`config.mk`:
```
export PLATFORM = sky130hd
export DESIGN_NAME = code_loader
export DESIGN_NICKNAME = d
export VERILOG_FILES = /design/src/rtl/code_loader.sv
export SDC_FILE = /design/constraint.sdc
export NUM_CORES = 1
export LEC_CHECK = 0
export ABC_AREA = 0
export CAP_MARGIN = 20
export CORE_MARGIN = 5
export CORE_UTILIZATION = 54
export DETAILED_ROUTE_END_ITERATION = 10
export PLACE_DENSITY = 0.89
export SLEW_MARGIN = 20
export SYNTH_ARGS = -nofsm -noshare
export SYNTH_HDL_FRONTEND = slang
export SYNTH_SLANG_ARGS = --single-unit
```
`constraint.sdc`:
```
create_clock -name clk -period 2.21 [get_ports clk]
set_input_delay 0.442 -clock clk [delete_from_list [all_inputs] [get_ports clk]]
set_output_delay 0.442 -clock clk [all_outputs]
set_load 0.01 [all_outputs]
```
`src/rtl/code_loader.sv`:
```
// Program loader: assembles 16-bit words from a byte stream, writes them
// into code memory, then holds the processor in run until stopped.
module code_loader #(
    parameter int ADDR_W    = 9,
    parameter int WORD_W    = 16,
    parameter int MAX_WORDS = 512
) (
    input  logic              clk,
    input  logic              rst_n,
    input  logic              start,
    input  logic              stop,
    input  logic [7:0]        rx_data,
    input  logic              rx_valid,
    output logic              rx_ready,
    output logic              code_w_en,
    output logic [ADDR_W-1:0] code_addr_in,
    output logic [WORD_W-1:0] code_in,
    output logic              run,
    output logic              busy,
    output logic              err,
    output logic [ADDR_W:0]   words_loaded
);

    typedef enum logic [2:0] {
        IDLE, HDR_HI, HDR_LO, DATA_HI, DATA_LO, WRITE, RUN, ERROR
    } state_t;

    localparam logic [16:0] MAX_W = 17'(MAX_WORDS);

    state_t              state_q, state_d;
    logic [15:0]         count_q;
    logic [7:0]          hi_q;
    logic [ADDR_W-1:0]   addr_q;
    logic [ADDR_W-1:0]   code_addr_q;
    logic [WORD_W-1:0]   code_in_q;
    logic [ADDR_W:0]     wl_q;
    logic                err_q;

    logic                xfer;
    logic                launch;
    logic                hdr_bad;
    logic [15:0]         hdr_count;
    logic [ADDR_W:0]     wl_next;

    assign rx_ready  = (state_q == HDR_HI) || (state_q == HDR_LO) ||
                       (state_q == DATA_HI) || (state_q == DATA_LO);
    assign busy      = rx_ready || (state_q == WRITE);
    assign code_w_en = (state_q == WRITE);
    assign run       = (state_q == RUN);
    assign err       = err_q;
    assign code_addr_in = code_addr_q;
    assign code_in      = code_in_q;
    assign words_loaded = wl_q;

    assign xfer      = rx_valid && rx_ready;
    assign launch    = ((state_q == IDLE) || (state_q == ERROR)) &&
                       start && !stop;
    assign hdr_count = {count_q[15:8], rx_data};
    assign hdr_bad   = (hdr_count == 16'd0) || ({1'b0, hdr_count} > MAX_W);
    assign wl_next   = wl_q + 1'b1;

    always_comb begin
        state_d = state_q;
        unique case (state_q)
            IDLE, ERROR: if (launch) state_d = HDR_HI;
            HDR_HI: begin
                if (stop) state_d = IDLE;
                else if (xfer) state_d = HDR_LO;
            end
            HDR_LO: begin
                if (stop) state_d = IDLE;
                else if (xfer) state_d = hdr_bad ? ERROR : DATA_HI;
            end
            DATA_HI: begin
                if (stop) state_d = IDLE;
                else if (xfer) state_d = DATA_LO;
            end
            DATA_LO: begin
                if (stop) state_d = IDLE;
                else if (xfer) state_d = WRITE;
            end
            WRITE: begin
                if (stop) state_d = IDLE;
                else if (16'(wl_next) == count_q) state_d = RUN;
                else state_d = DATA_HI;
            end
            RUN: if (stop) state_d = IDLE;
            default: state_d = IDLE;
        endcase
    end

    always_ff @(posedge clk or negedge rst_n) begin
        if (!rst_n) begin
            state_q <= IDLE;
        end else begin
            state_q <= state_d;
        end
    end

    // Output address/data are captured when the word completes so they stay
    // stable through WRITE and hold afterwards while addr_q moves on.
    always_ff @(posedge clk or negedge rst_n) begin
        if (!rst_n) begin
            count_q     <= '0;
            hi_q        <= '0;
            addr_q      <= '0;
            code_addr_q <= '0;
            code_in_q   <= '0;
            wl_q        <= '0;
            err_q       <= 1'b0;
        end else begin
            if (launch) begin
                wl_q   <= '0;
                addr_q <= '0;
                err_q  <= 1'b0;
            end
            if (xfer && !stop) begin
                unique case (state_q)
                    HDR_HI: count_q[15:8] <= rx_data;
                    HDR_LO: begin
                        count_q[7:0] <= rx_data;
                        if (hdr_bad) err_q <= 1'b1;
                    end
                    DATA_HI: hi_q <= rx_data;
                    DATA_LO: begin
                        code_addr_q <= addr_q;
                        code_in_q   <= WORD_W'({hi_q, rx_data});
                    end
                    default: ;
                endcase
            end
            if (state_q == WRITE) begin
                addr_q <= addr_q + 1'b1;
                wl_q   <= wl_next;
            end
        end
    end

endmodule

```
==> qor.yml, run 1 <==
status:
  outcome: "finished, final reports clean"
yosys:
  yosysWarnings: 0
  yosys.cell_count.top_type: "dfrtp_1"
  ys.flop_type: "dfrtp_1"
  synthTopCellsByArea: "dfrtp_1 (52%), mux2_2 (16%), o21ai_0 (2.8%), nand2_1 (2.2%), xnor2_1 (1.8%)"
  yosys.area.top_type: "dfrtp_1"
  synth_seq_cells: 72
  synthCells: 294
  synth.cell_area_um2: 3440
  synth_top_cell_area_share_pct: 52.4
  syn_nets: 309
  ys_async_sr_fraction_pct: 100
  synth_edf_count: 0
  synth_seq_area_share_pct: 52.4
  synth_area_per_cell_um2: 11.7
  synth_common_cells: "dfrtp_1 (72), mux2_2 (49), nand2_1 (20)"
  synth.distinct_cells: 50
clock_network:
  cts-root-buf: "clkbuf_8"
  clock-sinks: 72
  postCtsSetupBuffers: 0
  cts_tree: "yes"
  clkTransAtPathRegs_ns: 0.08
  clock_latency_ns: 0.34
  htree_levels: 3
  numCtsBuffers: 9
  cts-hold-fix-buffers: 0
  clockBufferDepth: 2
placement:
  dp_hpwl_mm: 5.63
  gp_congestion: 0.902
  portBuffers: 52
  dp_slack_ns: -0.00893
route:
  finalWirelength_mm: 7.68
  wire_per_inst_um: 17.0
  num_vias: 2582
  drtAntennaViolNets: 0
  first_pass_iters: 4
  drt_first_iter_violations: 151
  via_per_inst: 5.70
  drc: 0
worst_setup_path:
  cp_data_required_time_ns: 2.43
  cp_data_arrival_time_ns: 2.31
  path_cells: "ha_1, buf_4, a21oi_1, o41ai_1, a221oi_1, a41oi_1, o41a_1"
  path_max_fanout: 9
  path_delay_family: "compound AO/OA/AOI/OAI gates"
  cp-end-kind: "flop"
  slowest_delay_ns: 0.45
  crit_slowest_cell: "dfrtp_2"
  critPathLaunchType: "flop"
  criticalPathCategory: "reg2reg"
  critical_path_buf_inv_count: 1
sta:
  skew_ns: 0.00842
  slew_viol_final: 0
  maxSlewHeadroom_pct: 56.8
  hold-worst-slack_ns: 0.120
  period_share_pct: 94.6
  setup_viol: 0
  worstMarginPinSlew_ns: 0.648
  setup_ws_ns: 0.118
  hold_violations: 0
  rsz0062_at_grt: "false"
  period_minus_slack_ns: 2.09
  fmax_mhz: 478
grt:
  grt_usage_pct: 19.9
  grt_pass1_vias: 2731
  antenna_found_initial: 0
  grt_max_degree: 32
  grt-ovfl-total: 0
  grt_pass1_wl_mm: 13.3
finish:
  fin_nets: 386
  area_delta_synth_final_pct: 28.3
  n_fill_cell: 456
  diodes: 0
  drive_above_1_share_pct: 28.5
floorplan:
  die_h_um: 89.8
  fp-row-count: 29
  start_util_pct: 54.8
  die_w_um: 89.8
  core_area_um2: 6280
  die_area_um2: 8060
  boundaryPins: 53
hold_path:
  worstHoldPathType: "in2async"
flow_run:
  drv_cap: 0
pwr:
  cellPowerDensity_nw_per_um2: 1070
  leakage_nw: 1.97
  irDropWorstVdd_uv: 781
-- worst register-to-register path, cell delays in order (launching register included) --
cell and delay (ns):
dfrtp_2 0.45, ha_1 0.22, buf_4 0.17, a21oi_1 0.12, o41ai_1 0.09, a221oi_1 0.34, a41oi_1 0.13, o41a_1 0.45
-- report_power, final --
group	internal, W	leakage [nW]	switching (W)
sequential	0.00175	0.938	0.000313
combinational	0.000924	0.933	0.000628
clock	0.000568	0.104	0.000524
total	0.00324	1.97	0.00147
-- worst paths after layout --
path	start	to	slack, ns	cells past startpoint
setup / recovery	words_loaded[0]	state_q[0]	0.12	7
max in group asynchronous	rst_n	code_in[11]	1.50	2
setup reg to reg	words_loaded[0]	state_q[0]	0.12	7
hold / removal	rst_n	code_addr_in[7]	0.12	1
hold reg to reg	addr_q[8]	addr_q[8]	0.50	1
min in group clk	addr_q[8]	addr_q[8]	0.50	1
-- timing repair --
action | CTS | global route
resized for setup | 3 | 3
setup endpoints to repair | 2 | 3
endpoints found under the hold margin | 0 | 0
gates cloned | 0 | 0
-- registers in the layout, indices dropped and copies added (netlist names) --
| name | cells |
|---|---|
| words_loaded | 10 |
| state_q | 3 |
| code_in | 16 |
| err | 1 |
| addr_q | 9 |
| code_addr_in | 9 |
| hi_q | 8 |
| count_q | 16 |
-- placed cells by master, fill, tap and decap left out, drive strengths merged, types with 2 or more instances in the layout --
| master | instances |
|---|---|
| o211ai | 3 |
| nand4 | 7 |
| or2 | 2 |
| nand3 | 11 |
| o41ai | 3 |
| dlygate4sd2 | 2 |
| o22ai | 2 |
| nand2 | 20 |
| a221oi | 2 |
| nor4 | 2 |
| dfrtp | 72 |
| mux2 | 49 |
| o21ai | 19 |
| and2b | 2 |
| buf | 29 |
| clkdlybuf4s50 | 48 |
| xnor2 | 7 |
| and3 | 3 |
| nand2b | 3 |
| inv | 10 |
| nor2 | 14 |
| a21oi | 10 |
| a31oi | 3 |
| nand4b | 2 |
| nor3b | 3 |
| ha | 2 |
| nor3 | 4 |
| o31ai | 7 |
| clkbuf | 10 |
| xor2 | 6 |
| or3 | 2 |
-- through the flow --
step / cell area [um2] / instances / util (%) / TNS [ns] / power [W]
finish: 4410 / 453 / 70.3 / 0 / 0.00471
global route: 4410 / 453 / 70.3 / 0 / 0.00499
CTS: 4410 / 453 / 70.2 / 0 / 0.00475
detailed placement: 4200 / 437 / 66.9 / -0.00924 / 0.00364
global placement: 4200 / 437 / 66.9 / 0 / 0.00355
floorplan: 3440 / 294 / - / 0 / 0.00290
-- cell families (layout without fill, tap and decap cells) --
| logic type | after synthesis | after routing | share of synthesized area [%] |
|---|---|---|---|
| AO/OA/AOI/OAI | 59 | 59 | 11.1 |
| XOR/XNOR | 14 | 14 | 4.00 |
| adder cells (fa/ha/maj) | 2 | 2 | 0.728 |
| buffers and inverters | 20 | 102 | 3.60 |
| flip-flops | 72 | 72 | 52.4 |
| multiplexers | 50 | 50 | 16.3 |
| AND/OR/NAND/NOR | 77 | 77 | 11.8 |
-- cell type report --
| cell class | instances | area, um2 | share of cell area (%) |
|---|---|---|---|
| sequential | 72 | 1800 | 40.9 |
| inverter | 6 | 22.5 | 0.510 |
| tap | 77 | 96.3 | 2.18 |
| clock inverter | 6 | 72.6 | 1.64 |
| timing repair buffer | 80 | 763 | 17.3 |
| multi-input combinational | 202 | 1520 | 34.3 |
| clock buffer | 10 | 138 | 3.12 |
-- per-layer routing --
layer  track usage, %  part of all wire [%]
met5                0                     0
met4             5.79                  0.96
met3             4.34                   5.6
met2             34.3                    51
met1             25.1                    42
No activity file was read; power rests on OpenSTA's default activity.
==> inputs of run 2 (changes only) <==
CORE_MARGIN = 10   (was 5)
==> run 2 against run 1 <==
Effect of this change: flip-flop and latch count stayed put; routed wire length rose by 2.1%; final cell count did not move; cell area down 0.43%; sequential power about the same; sequential share of layout area grew 0.12 points; count of clock-buffer cells in the layout unchanged; die area grew 24%; worst hold slack improved by 0.042 ns; first-iteration DRC count shrank 7.3%; setup slack improved by 0.026 ns.
==> qor.yml, run 2 (same netlist as run 1, synthesis figures left out) <==
grt:
  grt.busiest_layer: "met2"  # unchanged
  grt_pass1_vias: 2802  # was 2,731
  use_met1_pct: 18.7  # was 25.1%
  grtUsageMet3_pct: 6.04  # was 4.34%
  met2_usage_pct: 26.5  # was 34.3%
  grt_usage_pct: 16.2  # was 19.9%
  grt-ovfl-total: 0  # unchanged
  grt_max_degree: 34  # was 32
  grt_pass1_wl_mm: 13.2  # was 13.3 mm
  antenna_found_initial: 0  # unchanged
clock_network:
  clock_latency_ns: 0.36  # was 0.34 ns
  cts-root-buf: "clkbuf_8"  # unchanged
  postCtsSetupBuffers: 0  # unchanged
  cts-hold-fix-buffers: 0  # unchanged
  clkTransAtPathRegs_ns: 0.08  # about the same
  clock-sinks: 72  # unchanged
  numCtsBuffers: 9  # unchanged
  clockBufferDepth: 2  # unchanged
  htree_levels: 3  # unchanged
  cts_tree: "yes"  # unchanged
placement:
  dp_hpwl_mm: 5.78  # was 5.63 mm
  dp.cells: 437  # unchanged
  portBuffers: 52  # unchanged
  gp_congestion: 0.888  # was 0.902
route:
  via_per_inst: 5.86  # was 5.70
  drc: 0  # unchanged
  wire_per_inst_um: 17.3  # was 17.0 um
  drt_first_iter_violations: 140  # was 151
  finalWirelength_mm: 7.84  # was 7.68 mm
  first_pass_iters: 4  # unchanged
  drtAntennaViolNets: 0  # unchanged
  num_vias: 2656  # was 2,582
finish:
  fin_util_pct: 70.0  # was 70.3%
  diodes: 0  # unchanged
  final_common_cell: "dfrtp_1"  # unchanged
  layout.cells.non_filler: 453  # unchanged
  drive_above_1_share_pct: 27.7  # was 28.5%
  layout_common_cells: "dfrtp_1 (72), mux2_2 (49), clkdlybuf4s50_1 (48)"  # was dfrtp_1 (70), mux2_2 (49), clkdlybuf4s50_1 (48)
  area_delta_synth_final_pct: 27.8  # was 28.3%
  fin_nets: 386  # unchanged
sta:
  rsz0062_at_grt: "false"  # unchanged
  maxSlewHeadroom_pct: 46.9  # was 56.8%
  slew_viol_final: 0  # unchanged
  setup_viol: 0  # unchanged
  fin_setup_tns_ns: 0  # unchanged
  worstMarginPinSlew_ns: 0.796  # was 0.648 ns
  skew_ns: 0.00784  # was 0.00842 ns
  period_minus_slack_ns: 2.07  # was 2.09 ns
  period_share_pct: 93.5  # was 94.6%
  hold_violations: 0  # unchanged
  fmax_mhz: 484  # was 478 MHz
worst_setup_path:
  cp_data_required_time_ns: 2.44  # was 2.43 ns
  cp_data_arrival_time_ns: 2.30  # was 2.31 ns
  r2r_cells: 7  # unchanged
  reg2reg_to: "state_q[0]"  # unchanged
  crit_start: "words_loaded[0]"  # unchanged
  criticalPathCategory: "reg2reg"  # unchanged
  reg2reg_from: "words_loaded[0]"  # unchanged
  cp-end-kind: "flop"  # unchanged
  worst-r2r-setup-slack_ns: 0.14  # was 0.12 ns
  path_max_fanout: 9  # unchanged
  critPathLaunchType: "flop"  # unchanged
pwr:
  leakage_nw: 1.97  # about the same
  fin_total_pwr_w: 0.00465  # was 0.00471 W
  cellPowerDensity_nw_per_um2: 1060  # was 1070 nW/um2
  irDropWorstVdd_uv: 806  # was 781 uV
status:
  outcome: "finished, final reports clean"  # unchanged
floorplan:
  boundaryPins: 53  # unchanged
  fp-row-count: 29  # unchanged
  die_h_um: 99.8  # was 89.8 um
  die_w_um: 99.8  # was 89.8 um
  core_area_um2: 6280  # unchanged
  die_area_um2: 9960  # was 8060 um2
  start_util_pct: 54.8  # unchanged
flow_run:
  drv_cap: 0  # unchanged
hold_path:
  worstHoldPathType: "in2async"  # unchanged
==> run 2: cell types whose count changed in the layout (fill, tap and decap cells not counted), sizes merged <==
cell,delta
clkinv,+3
clkinvlp,-1
inv,-2
==> run 2: how the worst max path moves through the flow <==
stage / to / slack, ns / depth (start not counted)
2_1_floorplan: state_q[0] / 0.16 / 7
3_3_place_gp: count_q[2] / 0.03 / 5
3_5_place_dp: count_q[3] / -0.03 / 5
4_1_cts: run / 0.02 / 3
5_1_grt: state_q[0] / 0.004 / 7
6_report: state_q[0] / 0.14 / 7
==> run 2: final cells by class <==
| cell class | instances | area [um2] |
|---|---|---|
| Fill cell | 465 | 1880 |
| Timing Repair Buffer | 80 | 763 |
| Inverter | 6 | 22.5 |
| Sequential cell | 72 | 1800 |
| Clock buffer | 10 | 128 |
| Multi-Input combinational cell | 202 | 1520 |
| Clock inverter | 6 | 66.3 |
| Tap cell | 77 | 96.3 |
==> run 2: critical path, cell delays in order, from the launching register on <==
cell	delay, ns
dfrtp_1	0.45
ha_1	0.24
buf_4	0.17
a21oi_1	0.12
o41ai_1	0.08
a221oi_1	0.33
a41oi_1	0.12
o41a_1	0.44
==> run 2: layer usage <==
metal / vias to the layer above / part of all wire (%)
met5: - / 0
met4: 0 / 1.6
met3: 15 / 7.4
met2: 88 / 49
met1: 1316 / 42
li1: 1237 / -
==> run 2: where the power goes <==
group | internal [W] | switching [W] | leakage (nW)
clock | 0.000528 | 0.000520 | 0.101
combinational | 0.000923 | 0.000626 | 0.933
sequential | 0.00175 | 0.000307 | 0.941
==> run 2: repair_timing <==
item                       CTS  global route
hold endpoints to repair     0             0
gates resized for setup      3             1
gates cloned                 0             0
pin swaps                    0             0
setup endpoints to repair    2             1
==> run 2: metrics by stage <==
stage | worst slack, ns | instance area (um2) | hold slack (ns)
4_1_cts | 0.0217 | 4390 | 0.179
3_3_place_gp | 0.0311 | 4200 | 0.473
5_1_grt | 0.00419 | 4390 | 0.224
6_report | 0.144 | 4390 | 0.162
3_5_place_dp | -0.0285 | 4200 | 0.485
2_1_floorplan | 0.157 | 3440 | 0.146
